--- src/rtl/cam_deserializer.sv ---
// Receive endpoint of the 4-bit camera word link: oversamples PCLK/SYNC/DATA,
// reassembles 10-nibble packets into 32-bit words with sticky framing checks.
`timescale 1ns/1ps
module cam_deserializer #(
  parameter int unsigned SYNC_STAGES  = 2,
  parameter int unsigned IDLE_TIMEOUT = 16,
  parameter bit          CHECK_PAD    = 1'b1
) (
  input  logic        clk_i,
  input  logic        rst_n,
  input  logic        cam_pclk,
  input  logic        cam_sync,
  input  logic [3:0]  cam_data,
  input  logic        err_clr_i,
  output logic [31:0] data_o,
  output logic        valid_o,
  output logic        sync_o,
  output logic        idle_o,
  output logic        framing_error_o
);

  localparam int unsigned   CW       = $clog2(IDLE_TIMEOUT + 1);
  localparam logic [CW-1:0] TMO_LOAD = CW'(IDLE_TIMEOUT);
  localparam logic [CW-1:0] TMO_ONE  = CW'(1);
  localparam logic [3:0]    N_PAD0   = 4'd8;
  localparam logic [3:0]    N_PAD1   = 4'd9;

  // pclk, sync and data share one chain so they stay cycle-aligned
  logic [SYNC_STAGES-1:0][5:0] sync_q, sync_d;

  logic          pclk_prev_q, pclk_prev_d;
  logic [3:0]    n_q, n_d;
  logic [31:0]   word_q, word_d;
  logic          bad_q, bad_d;
  logic          syncp_q, syncp_d;
  logic [CW-1:0] tmo_q, tmo_d;
  logic          idle_q, idle_d;
  logic          err_q, err_d;
  logic          emit_q, emit_d;
  logic          valid_q, valid_d;
  logic [31:0]   data_q, data_d;
  logic          so_q, so_d;

  logic       pclk_s;
  logic       sync_s;
  logic [3:0] data_s;
  logic       rise;
  logic       pad_bad;
  logic       misalign;
  logic       data_nib;
  logic       at_pad0;
  logic       set_err;

  assign pclk_s   = sync_q[SYNC_STAGES-1][5];
  assign sync_s   = sync_q[SYNC_STAGES-1][4];
  assign data_s   = sync_q[SYNC_STAGES-1][3:0];
  assign rise     = pclk_s & ~pclk_prev_q;
  assign pad_bad  = CHECK_PAD & (|data_s);
  assign misalign = sync_s & (n_q != N_PAD0);
  assign data_nib = ~sync_s & (n_q < N_PAD0);
  assign at_pad0  = (n_q == N_PAD0);

  always_comb begin
    sync_d      = {sync_q[SYNC_STAGES-2:0],
                   cam_pclk, cam_sync, cam_data};
    pclk_prev_d = pclk_s;
    n_d         = n_q;
    word_d      = word_q;
    bad_d       = bad_q;
    syncp_d     = syncp_q;
    tmo_d       = tmo_q;
    idle_d      = idle_q;
    emit_d      = 1'b0;
    valid_d     = emit_q;
    data_d      = data_q;
    so_d        = so_q;
    set_err     = 1'b0;
    if (rise) begin
      tmo_d  = TMO_LOAD;
      idle_d = 1'b0;
      unique case (1'b1)
        misalign: begin
          set_err = 1'b1;
          bad_d   = 1'b1;
          n_d     = N_PAD1;
        end
        data_nib: begin
          word_d[{n_q[2:0], 2'b00} +: 4] = data_s;
          n_d = n_q + 4'd1;
        end
        at_pad0: begin
          syncp_d = sync_s;
          set_err = pad_bad;
          n_d     = N_PAD1;
        end
        default: begin
          set_err = pad_bad;
          emit_d  = ~bad_q;
          bad_d   = 1'b0;
          n_d     = 4'd0;
        end
      endcase
    end else begin
      if (tmo_q != '0) tmo_d = tmo_q - TMO_ONE;
      // link went quiet: drop any partial word and reframe from nibble 0
      if (tmo_q == TMO_ONE) begin
        idle_d = 1'b1;
        if (n_q != 4'd0) begin
          set_err = 1'b1;
          n_d     = 4'd0;
          bad_d   = 1'b0;
        end
      end
    end
    if (emit_q) begin
      data_d = word_q;
      so_d   = syncp_q;
    end
    if (set_err)        err_d = 1'b1;
    else if (err_clr_i) err_d = 1'b0;
    else                err_d = err_q;
  end

  always_ff @(posedge clk_i or negedge rst_n) begin
    if (!rst_n) begin
      sync_q      <= '0;
      pclk_prev_q <= 1'b0;
      n_q         <= 4'd0;
      word_q      <= '0;
      bad_q       <= 1'b0;
      syncp_q     <= 1'b0;
      tmo_q       <= TMO_LOAD;
      idle_q      <= 1'b1;
      err_q       <= 1'b0;
      emit_q      <= 1'b0;
      valid_q     <= 1'b0;
      data_q      <= '0;
      so_q        <= 1'b0;
    end else begin
      sync_q      <= sync_d;
      pclk_prev_q <= pclk_prev_d;
      n_q         <= n_d;
      word_q      <= word_d;
      bad_q       <= bad_d;
      syncp_q     <= syncp_d;
      tmo_q       <= tmo_d;
      idle_q      <= idle_d;
      err_q       <= err_d;
      emit_q      <= emit_d;
      valid_q     <= valid_d;
      data_q      <= data_d;
      so_q        <= so_d;
    end
  end

  assign data_o          = data_q;
  assign valid_o         = valid_q;
  assign sync_o          = so_q;
  assign idle_o          = idle_q;
  assign framing_error_o = err_q;

endmodule

--- config.mk ---
export PLATFORM = sky130hd
export DESIGN_NAME = cam_deserializer
export DESIGN_NICKNAME = d
export VERILOG_FILES = /design/src/rtl/cam_deserializer.sv
export SDC_FILE = /design/constraint.sdc
export NUM_CORES = 1
export LEC_CHECK = 0
export CAP_MARGIN = 20
export CORE_MARGIN = 2
export CORE_UTILIZATION = 55
export DETAILED_ROUTE_END_ITERATION = 6
export GPL_TIMING_DRIVEN = 1
export PLACE_DENSITY = 0.79
export SLEW_MARGIN = 20
export SYNTH_ARGS = -nofsm -noshare
export SYNTH_HDL_FRONTEND = slang
export SYNTH_SLANG_ARGS = --single-unit
--- constraint.sdc ---
create_clock -name clk_i -period 2.1 [get_ports clk_i]
set_input_delay 0.42 -clock clk_i [delete_from_list [all_inputs] [get_ports clk_i]]
set_output_delay 0.42 -clock clk_i [all_outputs]
set_load 0.01 [all_outputs]
==> metrics.cfg <==
[drt]
ant_nets = 0
vias_per_cell = 5.49
via_count = 2164
first_pass_iters = 4
drt_iter0_drc = 170
wirelength_um = 6210
drcViolationCount = 0
wl_per_cell_um = 15.8

[placed_design]
hpwl_um = 4450
gp_congestion = 0.890
io_buffers = 44
dp_slack_ns = 0.170

[setup_path]
crit_path_start_kind = flip-flop
r2r_slack_ns = 0.16
critPathKind = reg2reg
endpoint_kind = flip-flop
critPathTopFamily = simple AND/OR/NAND/NOR gates
crit_chain = inv_1, ha_1, nor2b_1, nor4b_4, nand2_2, mux2_1
rr_startpoint = n_q[1]
cp_slowest_cell = dfrtp_2
worst-path-buf-inv = 1
cp_max_fo = 6
cp-startpoint = n_q[1]
arrival_ns = 2.16
ff2ff_path_depth = 6
cp.required_ns = 2.33
regToRegEndpoint = word_q[23]
max_stage_delay_ns = 0.41

[sta]
finClkSkew_ns = 0.0103
worst_pin_slew_ns = 0.665
rsz0062_at_grt = false
relSlewSlack = 0.551
min_period_ns = 1.94
post-route-period-util = 0.922
timing.setup.tns_ns = 0
slew_violations = 0
setup_slack_ns = 0.164
finalSetupViolations = 0
fmax_ghz = 0.517
finalHoldViolations = 0

[yosys]
syn_inst = 252
yosysWarnings = 0
synth_edf_count = 0
seq_area_frac_synth = 0.631
synth_seq_cells = 93
synth_nets = 266
synthFlopType = dfrtp_1
yosysTopAreaCell = dfrtp_1
synth_top_area_frac = 0.617
synthArstFlopShare = 1.00
netlist_top_cells_area = dfrtp_1 (62%), mux2_2 (15%), mux2_1 (4.9%), nor4b_4 (1.9%), ha_1 (1.7%)
avgSynthCellArea_um2 = 14.6
yosysUniqueCellTypes = 38
synth_area_um2 = 3690

[layout]
finalNetCount = 326
final_layout_size_suffix_gt1_frac = 0.300
num-fill-cells = 461
synthToLayoutAreaGrowth_pct = 21.2
regArea_um2 = 2330
multi_input_area_um2 = 1290
diodes = 0

[floorplanning]
coreArea_um2 = 6420
initial_utilization = 0.575
ios = 45
die_h_um = 85.9
num_rows = 29
die_area_um2 = 7380
die_width_um = 85.9

[clocking]
cts_tree = done
cts_resized = 0
postCtsSetupBuffers = 0
cts_hold_buffers = 0
cts_sinks = 93
clock_latency_ns = 0.35
cts_max_path_buffers = 2
cts_buffers = 9
root_buffer = clkbuf_8
cts_max_level = 3
clk_pin_slew_ns = 0.09

[grt]
grt_pass1_wl_um = 10600
grt_max_degree = 46
track_usage = 0.188
grt_use_met3 = 0.0452
use_met2 = 0.295
grt_pass1_vias = 2179
antenna_found_initial = 0
top_usage_layer = met2
grt-ovfl-total = 0
met1_usage = 0.264

[power]
p_per_area_nw_per_um2 = 1200
combPwrFrac = 0.305
swShare = 0.311
internal_power_mw = 3.69
p_seq_frac = 0.492
peakVddDrop_mv = 0.631
leakage_nw = 2.11
clockPowerShare = 0.203
switchingPower_mw = 1.66

[run]
drv_cap = 0

[min_path]
min_path_type = in2async

[outcome]
status = finished, final reports clean

cell families after synthesis:
kind of cell,after synthesis,synth area share
simple gates,53,0.0915
fa+ha+maj,5,0.0169
compound gates,19,0.0329
mux,67,0.204
buf+inv,13,0.0186
xor+xnor,2,0.00475
flops,93,0.631
cells in the final DEF, fill, tap and decap left out, types with 2 or more instances in the layout:
master | synthesis | routed
nor3_1 | 3 | 3
inv_8 | 0 | 2
nor2b_1 | 3 | 3
nand2_1 | 11 | 11
ha_1 | 5 | 5
nor4b_4 | 3 | 3
o21ai_0 | 3 | 3
mux2_2 | 50 | 50
nor2_1 | 15 | 15
buf_4 | 0 | 13
nor4b_2 | 2 | 2
a21oi_1 | 6 | 6
dfrtp_1 | 91 | 90
clkdlybuf4s50_1 | 0 | 43
xnor2_1 | 2 | 2
clkinvlp_4 | 0 | 3
inv_1 | 4 | 4
dfstp_2 | 2 | 2
o21ai_1 | 2 | 2
clkbuf_8 | 0 | 9
nand2_2 | 4 | 4
mux2_1 | 16 | 16
nand2b_1 | 5 | 5
power by group through the flow:
stage / Sequential [mW] / Combinational [mW] / Clock, mW
detailed placement: 2.67 / 1.64 / 0
global route: 2.70 / 1.78 / 1.20
global placement: 2.64 / 1.59 / 0
floorplan: 2.70 / 0.876 / 0
CTS: 2.63 / 1.65 / 1.12
finish: 2.63 / 1.63 / 1.09
routing by layer:
metal	wire length (um)	up-vias
li1	-	1003
met1	2900	1106
met2	3010	48
met3	223	7
met4	71	0
met5	0	-
worst max-delay path by stage:
stage,end,depth (start not counted)
2_1_floorplan,word_q[4],6
3_3_place_gp,word_q[9],6
3_5_place_dp,word_q[10],6
4_1_cts,word_q[23],6
5_1_grt,word_q[2],6
6_report,word_q[23],6
registers in the layout, summed over array words and instances (netlist names):
| name | count |
|---|---|
| bad_q | 1 |
| data_o | 32 |
| data_s | 4 |
| emit_q | 1 |
| framing_error_o | 1 |
| idle_o | 1 |
| n_q | 4 |
| pclk_prev_d | 1 |
| pclk_prev_q | 1 |
| sync_d | 6 |
| sync_o | 1 |
| sync_q | 1 |
| syncp_q | 1 |
| tmo_q | 5 |
| valid_o | 1 |
| word_q | 32 |
cells in the mapped netlist (2+ instances only):
library cell / count
dfrtp_1: 91
mux2_2: 50
mux2_1: 16
nor2_1: 15
nand2_1: 11
a21oi_1: 6
ha_1: 5
nand2b_1: 5
clkbuf_1: 4
inv_1: 4
nand2_2: 4
nor2b_1: 3
nor3_1: 3
nor4b_4: 3
o21ai_0: 3
buf_2: 2
buf_6: 2
dfstp_2: 2
nor4b_2: 2
o21ai_1: 2
xnor2_1: 2
final cells by class:
type / instances / area share
clock inverters: 7 / 0.0132
repair buffers: 57 / 0.123
flip-flops and latches: 93 / 0.521
clock buffers: 9 / 0.0277
inverters: 5 / 0.00476
well taps: 77 / 0.0215
multi-input cells: 146 / 0.289
stage by stage:
stage,util,hold WS [ns],std cells,total power [mW],area (um2)
floorplan,-,0.124,252,3.58,3690
global placement,0.668,0.334,378,4.23,4290
detailed placement,0.668,0.335,378,4.30,4290
CTS,0.696,0.0712,394,5.40,4470
global route,0.696,0.0925,394,5.68,4470
finish,0.696,0.0605,394,5.35,4470
(Power assumes the default switching activity.)
